===== config.mk =====
export PLATFORM = sky130hd
export DESIGN_NAME = dist_ram_arbiter
export DESIGN_NICKNAME = d
export VERILOG_FILES = /design/src/rtl/dist_ram_pkg.sv /design/src/rtl/rr_lock_arbiter2.sv /design/src/rtl/dist_ram_arbiter.sv
export SDC_FILE = /design/constraint.sdc
export NUM_CORES = 1
export LEC_CHECK = 0
export BUFFER_PORTS_ARGS = -buffer_cell sky130_fd_sc_hd__buf_2
export CAP_MARGIN = 20
export CORE_UTILIZATION = 34
export CTS_BUF_LIST = sky130_fd_sc_hd__clkbuf_8
export DETAILED_ROUTE_END_ITERATION = 7
export PLACE_DENSITY = 0.83
export SETUP_SLACK_MARGIN = 0.4
export SYNTH_ARGS = -nofsm -noshare
export SYNTH_HDL_FRONTEND = slang
export SYNTH_SLANG_ARGS = --single-unit
export TNS_END_PERCENT = 30

===== constraint.sdc =====
create_clock -name clk -period 1.5 [get_ports clk]
set_input_delay 0.075 -clock clk [delete_from_list [all_inputs] [get_ports clk]]
set_output_delay 0.075 -clock clk [all_outputs]
set_load 0.02 [all_outputs]

===== src/rtl/dist_ram_pkg.sv =====
// Shared types and defaults for the two-port distributed RAM arbiter.
package dist_ram_pkg;

  typedef enum logic {
    PORT_A = 1'b0,
    PORT_B = 1'b1
  } port_id_t;

  typedef enum logic {
    UNLOCKED = 1'b0,
    LOCKED   = 1'b1
  } lock_state_t;

  localparam int DEFAULT_DATA_WIDTH = 8;
  localparam int DEFAULT_ADDR_WIDTH = 4;
  localparam int DEFAULT_MAX_BURST  = 4;

  function automatic port_id_t other_port(input port_id_t p);
    return (p == PORT_A) ? PORT_B : PORT_A;
  endfunction

endpackage


===== src/rtl/rr_lock_arbiter2.sv =====
// Two-port round-robin arbiter with bounded locked bursts.
// Grant is combinational; last grant, lock owner and burst count are registered.
module rr_lock_arbiter2
  import dist_ram_pkg::*;
#(
  parameter int MAX_BURST = DEFAULT_MAX_BURST
) (
  input  logic     clk,
  input  logic     rst_n,
  input  logic     a_valid_i,
  input  logic     a_lock_i,
  input  logic     b_valid_i,
  input  logic     b_lock_i,
  output logic     grant_vld_o,
  output port_id_t grant_id_o
);

  localparam int CNT_W = $clog2(MAX_BURST + 1);

  lock_state_t      state_q, state_d;
  port_id_t         last_q, last_d;
  port_id_t         owner_q, owner_d;
  logic [CNT_W-1:0] cnt_q, cnt_d;

  logic owner_valid, owner_lock, hold, grant_lock;

  always_comb begin
    owner_valid = (owner_q == PORT_A) ? a_valid_i : b_valid_i;
    owner_lock  = (owner_q == PORT_A) ? a_lock_i  : b_lock_i;
    hold        = (state_q == LOCKED) && owner_valid && owner_lock &&
                  (cnt_q < CNT_W'(MAX_BURST));
  end

  // Outputs are forced idle while reset is held.
  always_comb begin
    grant_vld_o = 1'b0;
    grant_id_o  = PORT_A;
    if (rst_n) begin
      if (hold) begin
        grant_vld_o = 1'b1;
        grant_id_o  = owner_q;
      end else if (a_valid_i && b_valid_i) begin
        grant_vld_o = 1'b1;
        grant_id_o  = other_port(last_q);
      end else if (a_valid_i) begin
        grant_vld_o = 1'b1;
        grant_id_o  = PORT_A;
      end else if (b_valid_i) begin
        grant_vld_o = 1'b1;
        grant_id_o  = PORT_B;
      end
    end
    grant_lock = (grant_id_o == PORT_A) ? a_lock_i : b_lock_i;
  end

  // A normally-arbitrated cycle leaves the lock; it re-enters for whoever won with lock set.
  always_comb begin
    state_d = state_q;
    last_d  = last_q;
    owner_d = owner_q;
    cnt_d   = cnt_q;
    if (grant_vld_o) last_d = grant_id_o;
    if (hold) begin
      cnt_d = cnt_q + CNT_W'(1);
    end else if (grant_vld_o && grant_lock) begin
      state_d = LOCKED;
      owner_d = grant_id_o;
      cnt_d   = CNT_W'(1);
    end else begin
      state_d = UNLOCKED;
      cnt_d   = '0;
    end
  end

  always_ff @(posedge clk or negedge rst_n) begin
    if (!rst_n) begin
      state_q <= UNLOCKED;
      last_q  <= PORT_B;
      owner_q <= PORT_A;
      cnt_q   <= '0;
    end else begin
      state_q <= state_d;
      last_q  <= last_d;
      owner_q <= owner_d;
      cnt_q   <= cnt_d;
    end
  end

endmodule


===== src/rtl/dist_ram_arbiter.sv =====
// Shares one single-port synchronous RAM between two clients; one response
// per accepted request, returned exactly one cycle after acceptance.
module dist_ram_arbiter
  import dist_ram_pkg::*;
#(
  parameter int DATA_WIDTH = DEFAULT_DATA_WIDTH,
  parameter int ADDR_WIDTH = DEFAULT_ADDR_WIDTH,
  parameter int MAX_BURST  = DEFAULT_MAX_BURST
) (
  input  logic                  clk,
  input  logic                  rst_n,
  input  logic                  a_req_valid,
  output logic                  a_req_ready,
  input  logic                  a_req_we,
  input  logic [ADDR_WIDTH-1:0] a_req_addr,
  input  logic [DATA_WIDTH-1:0] a_req_wdata,
  input  logic                  a_req_lock,
  output logic                  a_rsp_valid,
  output logic [DATA_WIDTH-1:0] a_rsp_rdata,
  input  logic                  b_req_valid,
  output logic                  b_req_ready,
  input  logic                  b_req_we,
  input  logic [ADDR_WIDTH-1:0] b_req_addr,
  input  logic [DATA_WIDTH-1:0] b_req_wdata,
  input  logic                  b_req_lock,
  output logic                  b_rsp_valid,
  output logic [DATA_WIDTH-1:0] b_rsp_rdata,
  output logic                  ram_en,
  output logic                  ram_we,
  output logic [ADDR_WIDTH-1:0] ram_addr,
  output logic [DATA_WIDTH-1:0] ram_din,
  input  logic [DATA_WIDTH-1:0] ram_dout
);

  logic     grant_vld;
  port_id_t grant_id;
  logic     pend_vld_q;
  port_id_t pend_id_q;

  rr_lock_arbiter2 #(
    .MAX_BURST(MAX_BURST)
  ) u_arb (
    .clk        (clk),
    .rst_n      (rst_n),
    .a_valid_i  (a_req_valid),
    .a_lock_i   (a_req_lock),
    .b_valid_i  (b_req_valid),
    .b_lock_i   (b_req_lock),
    .grant_vld_o(grant_vld),
    .grant_id_o (grant_id)
  );

  always_comb begin
    a_req_ready = grant_vld && (grant_id == PORT_A);
    b_req_ready = grant_vld && (grant_id == PORT_B);
    ram_en      = grant_vld;
    ram_we      = 1'b0;
    ram_addr    = '0;
    ram_din     = '0;
    if (a_req_ready) begin
      ram_we   = a_req_we;
      ram_addr = a_req_addr;
      ram_din  = a_req_wdata;
    end else if (b_req_ready) begin
      ram_we   = b_req_we;
      ram_addr = b_req_addr;
      ram_din  = b_req_wdata;
    end
  end

  // RAM read data lands one cycle after enable, so the tracker is one stage deep.
  always_ff @(posedge clk or negedge rst_n) begin
    if (!rst_n) begin
      pend_vld_q <= 1'b0;
      pend_id_q  <= PORT_A;
    end else begin
      pend_vld_q <= grant_vld;
      if (grant_vld) pend_id_q <= grant_id;
    end
  end

  always_comb begin
    a_rsp_valid = pend_vld_q && (pend_id_q == PORT_A);
    b_rsp_valid = pend_vld_q && (pend_id_q == PORT_B);
    a_rsp_rdata = a_rsp_valid ? ram_dout : '0;
    b_rsp_rdata = b_rsp_valid ? ram_dout : '0;
  end

endmodule


==> results.md <==
* DIE WIDTH at 49.8 µm
* Startpoint of the worst hold path: rst_n
* Post-route setup slack at -276 ps
* Die area at 2480 µm²
* Final hold viol count at 0
* Pwr Density at 701 nW/µm²
* Worst EP arrival at 1700 ps
* Global route overflow at 0
* H-tree Lvls at 1
* Yosys warns at 0
* FF-to-FF setup slack at 30 ps
* DR iter-0 viols at 12
* Cell count along the critical path at 6
* Final worst path period need at 1780 ps
* P&R area growth vs syn at 111%
* Outcome: finished with violations
* P_leak at 0.857 nW
* Root Buffer: clkbuf_8
* Worst slew pin tran at 352 ps
* CP bufs+invs at 2
* HPWL Detailed at 1.95 mm
* CTS Buf Count at 3
* # setup viols final at 15
* CTS Sinks at 8
* # rows at 16
* Non-Filler Instances at 210
* Routed vias/inst at 4.84
* Clock Latency Late Sink at 230 ps
* Element type at the critical path start: flip-flop
* Antenna violations before repair at 0
* Overall power at 0.00115 W
* Largest net degree at the start of global routing at 17
* Maximum VDD drop at 0.000570 V
* Routed Antenna Nets at 0
* Syn avg cell area at 7.84 µm²
* Average wire per standard cell at 13.1 µm
* Core Area at 2060 µm²
* GR Util All Layers at 21.8%
* CTS clk-pin slew, worst paths at 40 ps
* RSZ-0062 raised after global routing: yes
* Max frequency at 563 MHz
* CP cell instances: nand2_1 > a2bb2oi_2 > a21oi_4 > buf_12 > mux2i_4 > buf_6
* Worst r2r path cells at 6
* Setup CP Type: reg -> out
* Cells after Synth at 99
* Worst Skew at 1.73 ps
* Syn_nets at 140
* Vias at 1017
* Area of the multi-input gates at 656 µm²
* Capture point of the critical path: ram_din[4]
* IO Count at 74
* Final worst path period share at 118%
* Placed Cells incl. Taps at 202
* Post-synthesis sequential area ratio at 26.0%
* First-pass DRT Iterations at 3
* Worst EP required at 1420 ps
* Critical R2R Launch: u_arb.cnt_q[2]
* Yosys reg bits at 8
* First-pass GRT wire length at 4.00 mm
* DR DRC count at 0
* Slowest cell delay on critical path at 410 ps
* Relative slew slack at 76.5%
* Nets at 225
* Gpl congestion at 0.840
* Fillers at 132
* Critical path's top delay family: flip-flops
* Initial Util at 37.6%
* R2r endpoint: pend_id_q
* CP Max Fanout at 8
* Violated checks: setup timing
* Max clock buf depth at 2
* Netlist cell types at 25
* CTS tree: done
* Die Y at 49.8 µm
* Slowest cell on crit path: dfrtp_1
* Number of I/O port buffers at 73
* CP Capture Type: output pin
* Max-cap violation count at 0
* Layout cells sized above 1 at 68.9%
* Post-synthesis instance area at 776 µm²
* Critical path origin: u_arb.owner_q
* # diodes at 0
* Max-slew violation count at 0
* Detailed Route WL at 2.74 mm
* Vias in the first global route at 973
* Reg area at 204 µm²
* Hold Crit Class: in -> reg
[final cells by class]
type                            instances  area share, %
Clock buffer                            3           2.52
Clock inverter                          1          0.229
Inverter                               14           3.21
Multi-Input combinational cell         72           40.0
Sequential cell                         8           12.4
Tap cell                               27           2.06
Timing Repair Buffer                   85           39.5
[through the flow]
stage	TNS [ps]	util, %	cell area (µm²)	setup slack (ps)	hold slack (ps)
6_report	-3490	79.5	1640	-276	192
5_1_grt	-4580	79.5	1640	-342	224
4_1_cts	-3310	73.8	1520	-259	187
3_5_place_dp	-613	62.7	1290	-65.4	-54.8
3_3_place_gp	-30.3	62.7	1290	-5.53	-57.8
2_1_floorplan	0	-	853	11.5	-221
[synth_stat cells]
library cell	number	area [µm²]
nand2_1	18	67.6
inv_1	14	52.6
mux2i_1	14	140
and2_1	11	68.8
and3_1	8	50.1
dfrtp_1	7	175
a21oi_1	4	20.0
o21ai_0	3	15.0
a21o_2	2	17.5
clkbuf_1	2	7.51
nor2_1	2	7.51
a211o_2	1	10.0
a21boi_0	1	7.51
a2bb2oi_1	1	8.76
buf_12	1	20.0
buf_2	1	5.00
buf_6	1	11.3
dfstp_2	1	26.3
ha_1	1	12.5
mux2_2	1	11.3
nand2b_1	1	6.26
nand2b_4	1	13.8
nand3b_1	1	7.51
nor2b_1	1	6.26
o211ai_1	1	7.51
[timing repair]
action | CTS | global route
gates cloned | 0 | 0
hold buffers | 1 | 0
setup endpoints to repair | 38 | 40
hold endpoints to repair | 8 | 0
resized for setup | 55 | 31
setup buffers | 2 | 1
pin swaps | 11 | 22
[where the power goes]
group | leakage [nW] | internal [W] | total, W | switching, W
clock network | 0.0269 | 0.000178 | 0.000272 | 0.0000940
logic | 0.732 | 0.000321 | 0.000598 | 0.000277
registers | 0.0979 | 0.000244 | 0.000279 | 0.0000351
[layout by cell type (no fill, tap or decap), types with 2 or more instances in the layout]
master     n
nand2_1   17
buf_6     26
inv_1     14
buf_2     41
buf_4     16
and3_4     8
clkbuf_8   3
dfrtp_1    5
mux2i_4    6
a21oi_1    3
dfrtp_2    2
and2_4    10
a21o_2     2
mux2i_1    8
o21ai_0    2
[registers in the layout (all words and copies together), names as in the netlist]
signal / flops
u_arb.cnt_q: 3
pend_id_q: 1
pend_vld_q: 1
u_arb.last_q: 1
u_arb.owner_q: 1
u_arb.state_q: 1
[worst register-to-register path, delay by kind of cell, from the launching register on]
family	cells	cell delay [ps]
compound gates	3	540
buf+inv	2	310
flops	1	370
simple gates	1	150
[per-layer routing]
layer | share of wire, % | global-route usage (%)
met5 | 0 | 0
met3 | 5.6 | 4.94
met1 | 33 | 17.4
met2 | 59 | 47.3
met4 | 2.2 | 9.05
[worst min-delay path by stage]
stage	end	slack [ps]	depth (start not counted)
2_1_floorplan	pend_id_q	-220	0
3_3_place_gp	u_arb.cnt_q[0]	-60	1
3_5_place_dp	u_arb.cnt_q[0]	-50	1
4_1_cts	u_arb.state_q	190	3
5_1_grt	u_arb.state_q	220	3
6_report	u_arb.state_q	190	3
[cells by family (layout without fill, tap and decap cells)]
group	Yosys count	in the layout	share of synthesized area (%)
AO/OA/AOI/OAI	13	13	11.1
buffers and inverters	19	103	12.4
flip-flops	8	8	26.0
AND/OR/NAND/NOR	43	43	29.4
multiplexers	15	15	19.5
adder cells (fa/ha/maj)	1	1	1.61
(Power assumes the default switching activity.)
